File: src/rtl/fifo_arb_pkg.sv
// Shared types and helpers for the FIFO write-port arbiter.
// rr_pick returns the first set bit of valid, scanning ptr, ptr+1, ... modulo n.
package fifo_arb_pkg;

    localparam int unsigned DATA_W_DEF = 8;

    typedef enum logic {
        ARB_IDLE  = 1'b0,
        ARB_GRANT = 1'b1
    } arb_state_t;

    // Descending scan so the nearest valid index after ptr is the last assignment.
    function automatic logic [2:0] rr_pick(input logic [7:0] valid, input logic [2:0] ptr,
                                           input int n);
        int idx;
        rr_pick = 3'd0;
        for (int k = 7; k >= 0; k--) begin
            if (k < n) begin
                idx = int'(ptr) + k;
                if (idx >= n) idx = idx - n;
                if (valid[3'(idx)]) rr_pick = 3'(idx);
            end
        end
    endfunction

endpackage

File: src/rtl/rr_arbiter.sv
// Combinational round-robin pick from the requester valid vector.
// It starts at ptr and returns the first valid index, wrapping at NUM_REQ.
module rr_arbiter
    import fifo_arb_pkg::*;
#(
    parameter int unsigned NUM_REQ = 4,
    parameter int unsigned ID_W    = $clog2(NUM_REQ)
) (
    input  logic [NUM_REQ-1:0] valid,
    input  logic [ID_W-1:0]    ptr,
    output logic               any_c,
    output logic [ID_W-1:0]    pick_c
);

    assign any_c  = |valid;
    assign pick_c = ID_W'(rr_pick(8'(valid), 3'(ptr), int'(NUM_REQ)));

endmodule

File: src/rtl/fifo_wr_arbiter.sv
// Round-robin burst arbiter that shares one synchronous FIFO write port among NUM_REQ producers.
// The grant and pointer state are registered. Ready and write strobes follow the grant combinationally.
module fifo_wr_arbiter
    import fifo_arb_pkg::*;
#(
    parameter int unsigned NUM_REQ   = 4,
    parameter int unsigned DATA_W    = DATA_W_DEF,
    parameter int unsigned MAX_BURST = 4,
    localparam int unsigned ID_W     = $clog2(NUM_REQ)
) (
    input  logic                      clk,
    input  logic                      rst,
    input  logic [NUM_REQ-1:0]        req_valid,
    input  logic [NUM_REQ-1:0]        req_last,
    input  logic [NUM_REQ*DATA_W-1:0] req_data,
    output logic [NUM_REQ-1:0]        req_ready,
    output logic                      fifo_wren,
    output logic [DATA_W-1:0]         fifo_wrdata,
    input  logic                      fifo_full,
    input  logic                      fifo_alm_full,
    output logic                      grant_vld,
    output logic [ID_W-1:0]           grant_id
);

    localparam int unsigned CNT_W = $clog2(MAX_BURST + 1);

    arb_state_t        state, state_nxt;
    logic [ID_W-1:0]   rr_ptr, rr_ptr_nxt;
    logic [ID_W-1:0]   grant_id_nxt;
    logic [CNT_W-1:0]  beat_cnt, beat_cnt_nxt;
    logic              any_valid;
    logic [ID_W-1:0]   pick;
    logic              sel_valid;
    logic              sel_last;
    logic [DATA_W-1:0] sel_data;
    logic              xfer;

    rr_arbiter #(
        .NUM_REQ (NUM_REQ),
        .ID_W    (ID_W)
    ) u_rr (
        .valid  (req_valid),
        .ptr    (rr_ptr),
        .any_c  (any_valid),
        .pick_c (pick)
    );

    // Select the lane belonging to the current grant.
    always_comb begin
        sel_valid = 1'b0;
        sel_last  = 1'b0;
        sel_data  = '0;
        for (int i = 0; i < NUM_REQ; i++) begin
            if (grant_id == ID_W'(i)) begin
                sel_valid = req_valid[i];
                sel_last  = req_last[i];
                sel_data  = req_data[i*DATA_W +: DATA_W];
            end
        end
    end

    always_ff @(posedge clk or posedge rst) begin
        if (rst) begin
            state    <= ARB_IDLE;
            rr_ptr   <= '0;
            beat_cnt <= '0;
            grant_id <= '0;
        end else begin
            state    <= state_nxt;
            rr_ptr   <= rr_ptr_nxt;
            beat_cnt <= beat_cnt_nxt;
            grant_id <= grant_id_nxt;
        end
    end

    always_comb begin
        state_nxt    = state;
        rr_ptr_nxt   = rr_ptr;
        beat_cnt_nxt = beat_cnt;
        grant_id_nxt = grant_id;
        req_ready    = '0;
        fifo_wren    = 1'b0;
        fifo_wrdata  = '0;
        xfer         = 1'b0;
        case (state)
            ARB_IDLE: begin
                if (!fifo_alm_full && any_valid) begin
                    grant_id_nxt = pick;
                    beat_cnt_nxt = '0;
                    state_nxt    = ARB_GRANT;
                end
            end
            ARB_GRANT: begin
                for (int i = 0; i < NUM_REQ; i++) begin
                    req_ready[i] = (grant_id == ID_W'(i)) && !fifo_full;
                end
                xfer = sel_valid && !fifo_full;
                if (xfer) begin
                    fifo_wren    = 1'b1;
                    fifo_wrdata  = sel_data;
                    beat_cnt_nxt = beat_cnt + CNT_W'(1);
                    // A beat that is both last and at the burst limit releases only once.
                    if (sel_last || beat_cnt == CNT_W'(MAX_BURST - 1)) begin
                        state_nxt    = ARB_IDLE;
                        grant_id_nxt = '0;
                        beat_cnt_nxt = '0;
                        rr_ptr_nxt   = (grant_id == ID_W'(NUM_REQ - 1)) ? '0
                                                                         : grant_id + ID_W'(1);
                    end
                end
            end
            default: state_nxt = ARB_IDLE;
        endcase
    end

    assign grant_vld = (state == ARB_GRANT);

endmodule

File: config.mk
export PLATFORM = sky130hd
export DESIGN_NAME = fifo_wr_arbiter
export DESIGN_NICKNAME = d
export VERILOG_FILES = /design/src/rtl/fifo_arb_pkg.sv /design/src/rtl/rr_arbiter.sv /design/src/rtl/fifo_wr_arbiter.sv
export SDC_FILE = /design/constraint.sdc
export NUM_CORES = 1
export LEC_CHECK = 0
export BUFFER_PORTS_ARGS = -buffer_cell sky130_fd_sc_hd__buf_4
export CORE_MARGIN = 4
export CORE_UTILIZATION = 42
export CTS_CLUSTER_DIAMETER = 30
export DETAILED_ROUTE_END_ITERATION = 10
export PLACE_DENSITY_LB_ADDON = 0.08
export REMOVE_ABC_BUFFERS = 1
export SETUP_SLACK_MARGIN = 0.4
export SLEW_MARGIN = 10
export SYNTH_ARGS = -nofsm -noshare
export SYNTH_HDL_FRONTEND = slang
export SYNTH_SLANG_ARGS = --single-unit
File: constraint.sdc
create_clock -name clk -period 2.5 [get_ports clk]
set_input_delay 0.25 -clock clk [delete_from_list [all_inputs] [get_ports clk]]
set_output_delay 0.25 -clock clk [all_outputs]
set_load 0.02 [all_outputs]
==> flow_metrics.env <==
export IMPL_crit_path_end_kind="flop"
export IMPL_fin_cells=219
export IMPL_reg2reg_slack_ps=390
export IMPL_critPathMaxFanout=10
export IMPL_dp_slack_ps=301
export IMPL_drtIter0Drc=40
export IMPL_setup_viol=0
export IMPL_grt_max_degree=15
export IMPL_ys_warn_count=0
export IMPL_final_cell_area_sq_mm=0.00165
export IMPL_portBuffers=59
export IMPL_seqCellArea_sq_um=201
export IMPL_path_clk_slew_ps=50
export IMPL_required_ps=2630
export IMPL_cts_tree="yes"
export IMPL_finalNetCount=245
export IMPL_cap_violations=0
export IMPL_rows=16
export IMPL_slowest_delay_ps=420
export IMPL_htree_levels=1
export IMPL_num_antenna_cells=0
export IMPL_hp_class="input port to flop"
export IMPL_path_cells="inv_2 > ha_4 > nor2b_4 > a221o_1 > a221oi_4 > nor2_2 > mux2_4"
export IMPL_ys_seq_area_share_pct=21.4
export IMPL_final_setup_worst_slack_ps=387
export IMPL_switching_share_pct=46.6
export IMPL_wl_per_cell_um=15.3
export IMPL_start_util_pct=45.9
export IMPL_cts_made_buffers=3
export IMPL_clk_root_buffer_cell="clkbuf_4"
export IMPL_min_delay_start="fifo_alm_full"
export IMPL_vdd_drop_max_mv=0.681
export IMPL_drc=0
export IMPL_vias=1186
export IMPL_fillCellCount=137
export IMPL_startpoint_type="flop"
export IMPL_drt_pass1_iter_count=5
export IMPL_power_frac_comb_pct=78.4
export IMPL_placed_cell_area_sq_mm=0.00141
export IMPL_core_sq_mm=0.00204
export IMPL_multi_input_area_sq_um=800
export IMPL_ys_types=33
export IMPL_path_buf_inv=1
export IMPL_synth_cells=124
export IMPL_grt_pass1_vias=1165
export IMPL_postRouteAntennaNets=0
export IMPL_routed_via_density=5.42
export IMPL_seq_power_share_pct=16.1
export IMPL_clk_insertion_delay_late_ps=240
export IMPL_crit_type="flop to flop"
export IMPL_max_freq_mhz=473
export IMPL_r2r_start="grant_id[1]"
export IMPL_power_leakage_nw=0.770
export IMPL_tightest_slew_ps=328
export IMPL_post_route_period_util_pct=84.5
export IMPL_avgSynthCellArea_sq_um=7.56
export IMPL_grt_overflow=0
export IMPL_gr_usage_all_layers_pct=20.4
export IMPL_routed_wl_um=3360
export IMPL_relSlewSlack_pct=77.9
export IMPL_grt_pass1_wl_um=5140
export IMPL_p_per_area_mw_per_mm2=995
export IMPL_die_h_um=55.2
export IMPL_worst_clock_skew_ps=2.05
export IMPL_rsz0062_at_grt="yes"
export IMPL_antenna_found_initial=0
export IMPL_power_share_clock_pct=5.5
export IMPL_gp_congestion=0.853
export IMPL_hold_viol_final=0
export IMPL_fp_dieArea_sq_mm=0.00305
export IMPL_power_switching_mw=0.763
export IMPL_crit_start="grant_id[1]"
export IMPL_clock_path_buffers=2
export IMPL_cts_sinks=8
export IMPL_slowest_stage="dfrtp_1"
export IMPL_maxSlewViolCount=0
export IMPL_finalWorstPathRequiredPeriod_ps=2110
export IMPL_die_x_um=55.2
export IMPL_crit_arrival_ps=2240
export IMPL_dpl_hpwl_um=2380
export IMPL_p_int_mw=0.876
export IMPL_outcome="complete, no violations"
export IMPL_syn_area_sq_um=937
export IMPL_drive_gt1_share_pct=53.6
export IMPL_total_power_mw=1.64
export IMPL_synth_ff_latch_count=8
export IMPL_dp_cells=206
export IMPL_top_level_ports=60
export IMPL_cp_top_family="compound AO/OA/AOI/OAI gates"
export IMPL_area_growth_pct=75.8
metrics by stage:
step / util [%] / hold WS, ps / setup TNS (ps)
final: 80.7 / 331 / 0
after detailed placement: 69.1 / 208 / 0
after floorplan: - / 65.7 / -520
after CTS: 74.7 / 323 / 0
after global placement: 69.1 / 202 / 0
after global routing: 80.7 / 330 / 0
placed cells by master, fill, tap and decap left out, drive strengths merged:
cell and n:
clkbuf 3, nand3b 2, a221oi 7, nor2b 9, or3 1, nor3 6, o21ai 10, mux4 1
and2 6, inv 7, nor4 1, o31ai 1, o221ai 1, mux2i 3, dlygate4sd3 1, a211o 1
o22ai 1, nor3b 1, o41ai 1, dfrtp 8, nand3 2, a221o 1, nor2 14, a32oi 1
buf 72, nand2 8, a21oi 14, mux2 2, ha 7
registers in the layout (all words and copies together) (netlist names):
register   count
grant_id       2
beat_cnt       3
rr_ptr         2
grant_vld      1
what timing repair did:
item | in CTS | in global routing
pin swaps | 3 | 6
gates resized for setup | 14 | 20
endpoints found under the setup margin | 15 | 12
hold buffers | 1 | 0
hold endpoints to repair | 8 | 0
buffers inserted | 5 | 4
area by class of cell:
type	count	share of cell area, %
multi-input cells	101	48.5
repair buffers	73	34.1
flip-flops and latches	8	12.2
well taps	27	2.05
inverters	7	1.75
clock buffers	3	1.37
worst paths after layout:
| kind | cells past startpoint | to |
|---|---|---|
| max in group asynchronous | 3 | grant_id[0] |
| min in group asynchronous | 3 | grant_id[1] |
| worst min register to register | 1 | beat_cnt[0] |
| worst max-delay path | 7 | rr_ptr[1] |
| worst max register to register | 7 | rr_ptr[1] |
| worst min-delay path | 4 | grant_vld |
cell usage after synthesis (all sizes together):
cell / n / area share [%]
and2: 6 / 4.0
a221o: 1 / 1.1
nor2b: 9 / 6.0
mux4: 1 / 2.4
or3: 1 / 0.67
o41ai: 1 / 0.93
mux2: 2 / 2.8
nand3: 2 / 1.1
nand2: 8 / 3.2
nor4: 1 / 0.67
buf: 3 / 1.5
o21ai: 10 / 5.3
a211o: 1 / 0.93
ha: 7 / 9.3
nor3: 6 / 3.2
a221oi: 7 / 8.4
o221ai: 1 / 0.93
clkbuf: 5 / 2.0
dfrtp: 8 / 21
nor2: 14 / 5.9
inv: 7 / 2.8
a32oi: 1 / 0.93
mux2i: 3 / 3.2
nand3b: 2 / 1.6
o31ai: 1 / 0.80
o22ai: 1 / 0.67
a21oi: 14 / 7.5
nor3b: 1 / 0.80
worst min-delay path, delay by kind of cell:
kind / cells / cell delay (ps)
AND/OR/NAND/NOR: 3 / 200
buffers and inverters: 1 / 90
power groups by stage:
stage	registers [mW]	clock network, mW	logic (mW)
floorplan	0.257	0	0.663
global placement	0.247	0	0.986
detailed placement	0.252	0	1.01
CTS	0.256	0.0950	1.10
global route	0.275	0.105	1.41
finish	0.263	0.0909	1.28
logic make-up (layout without fill, tap and decap cells):
logic type	Yosys count	after routing	share of synthesized area [%]
mux	6	6	8.41
compound gates	38	38	27.5
buf+inv	15	83	6.28
simple gates	50	50	27.1
flops	8	8	21.4
fa+ha+maj	7	7	9.35
routing by layer:
metal,track usage [%],up-vias,share of wire [%]
met4,7.99,0,1.2
met1,21.7,542,37
met5,0,-,0
li1,-,590,-
met3,5.83,4,6.9
met2,37.5,50,55
Note: power is estimated with default switching activity, not from simulation.
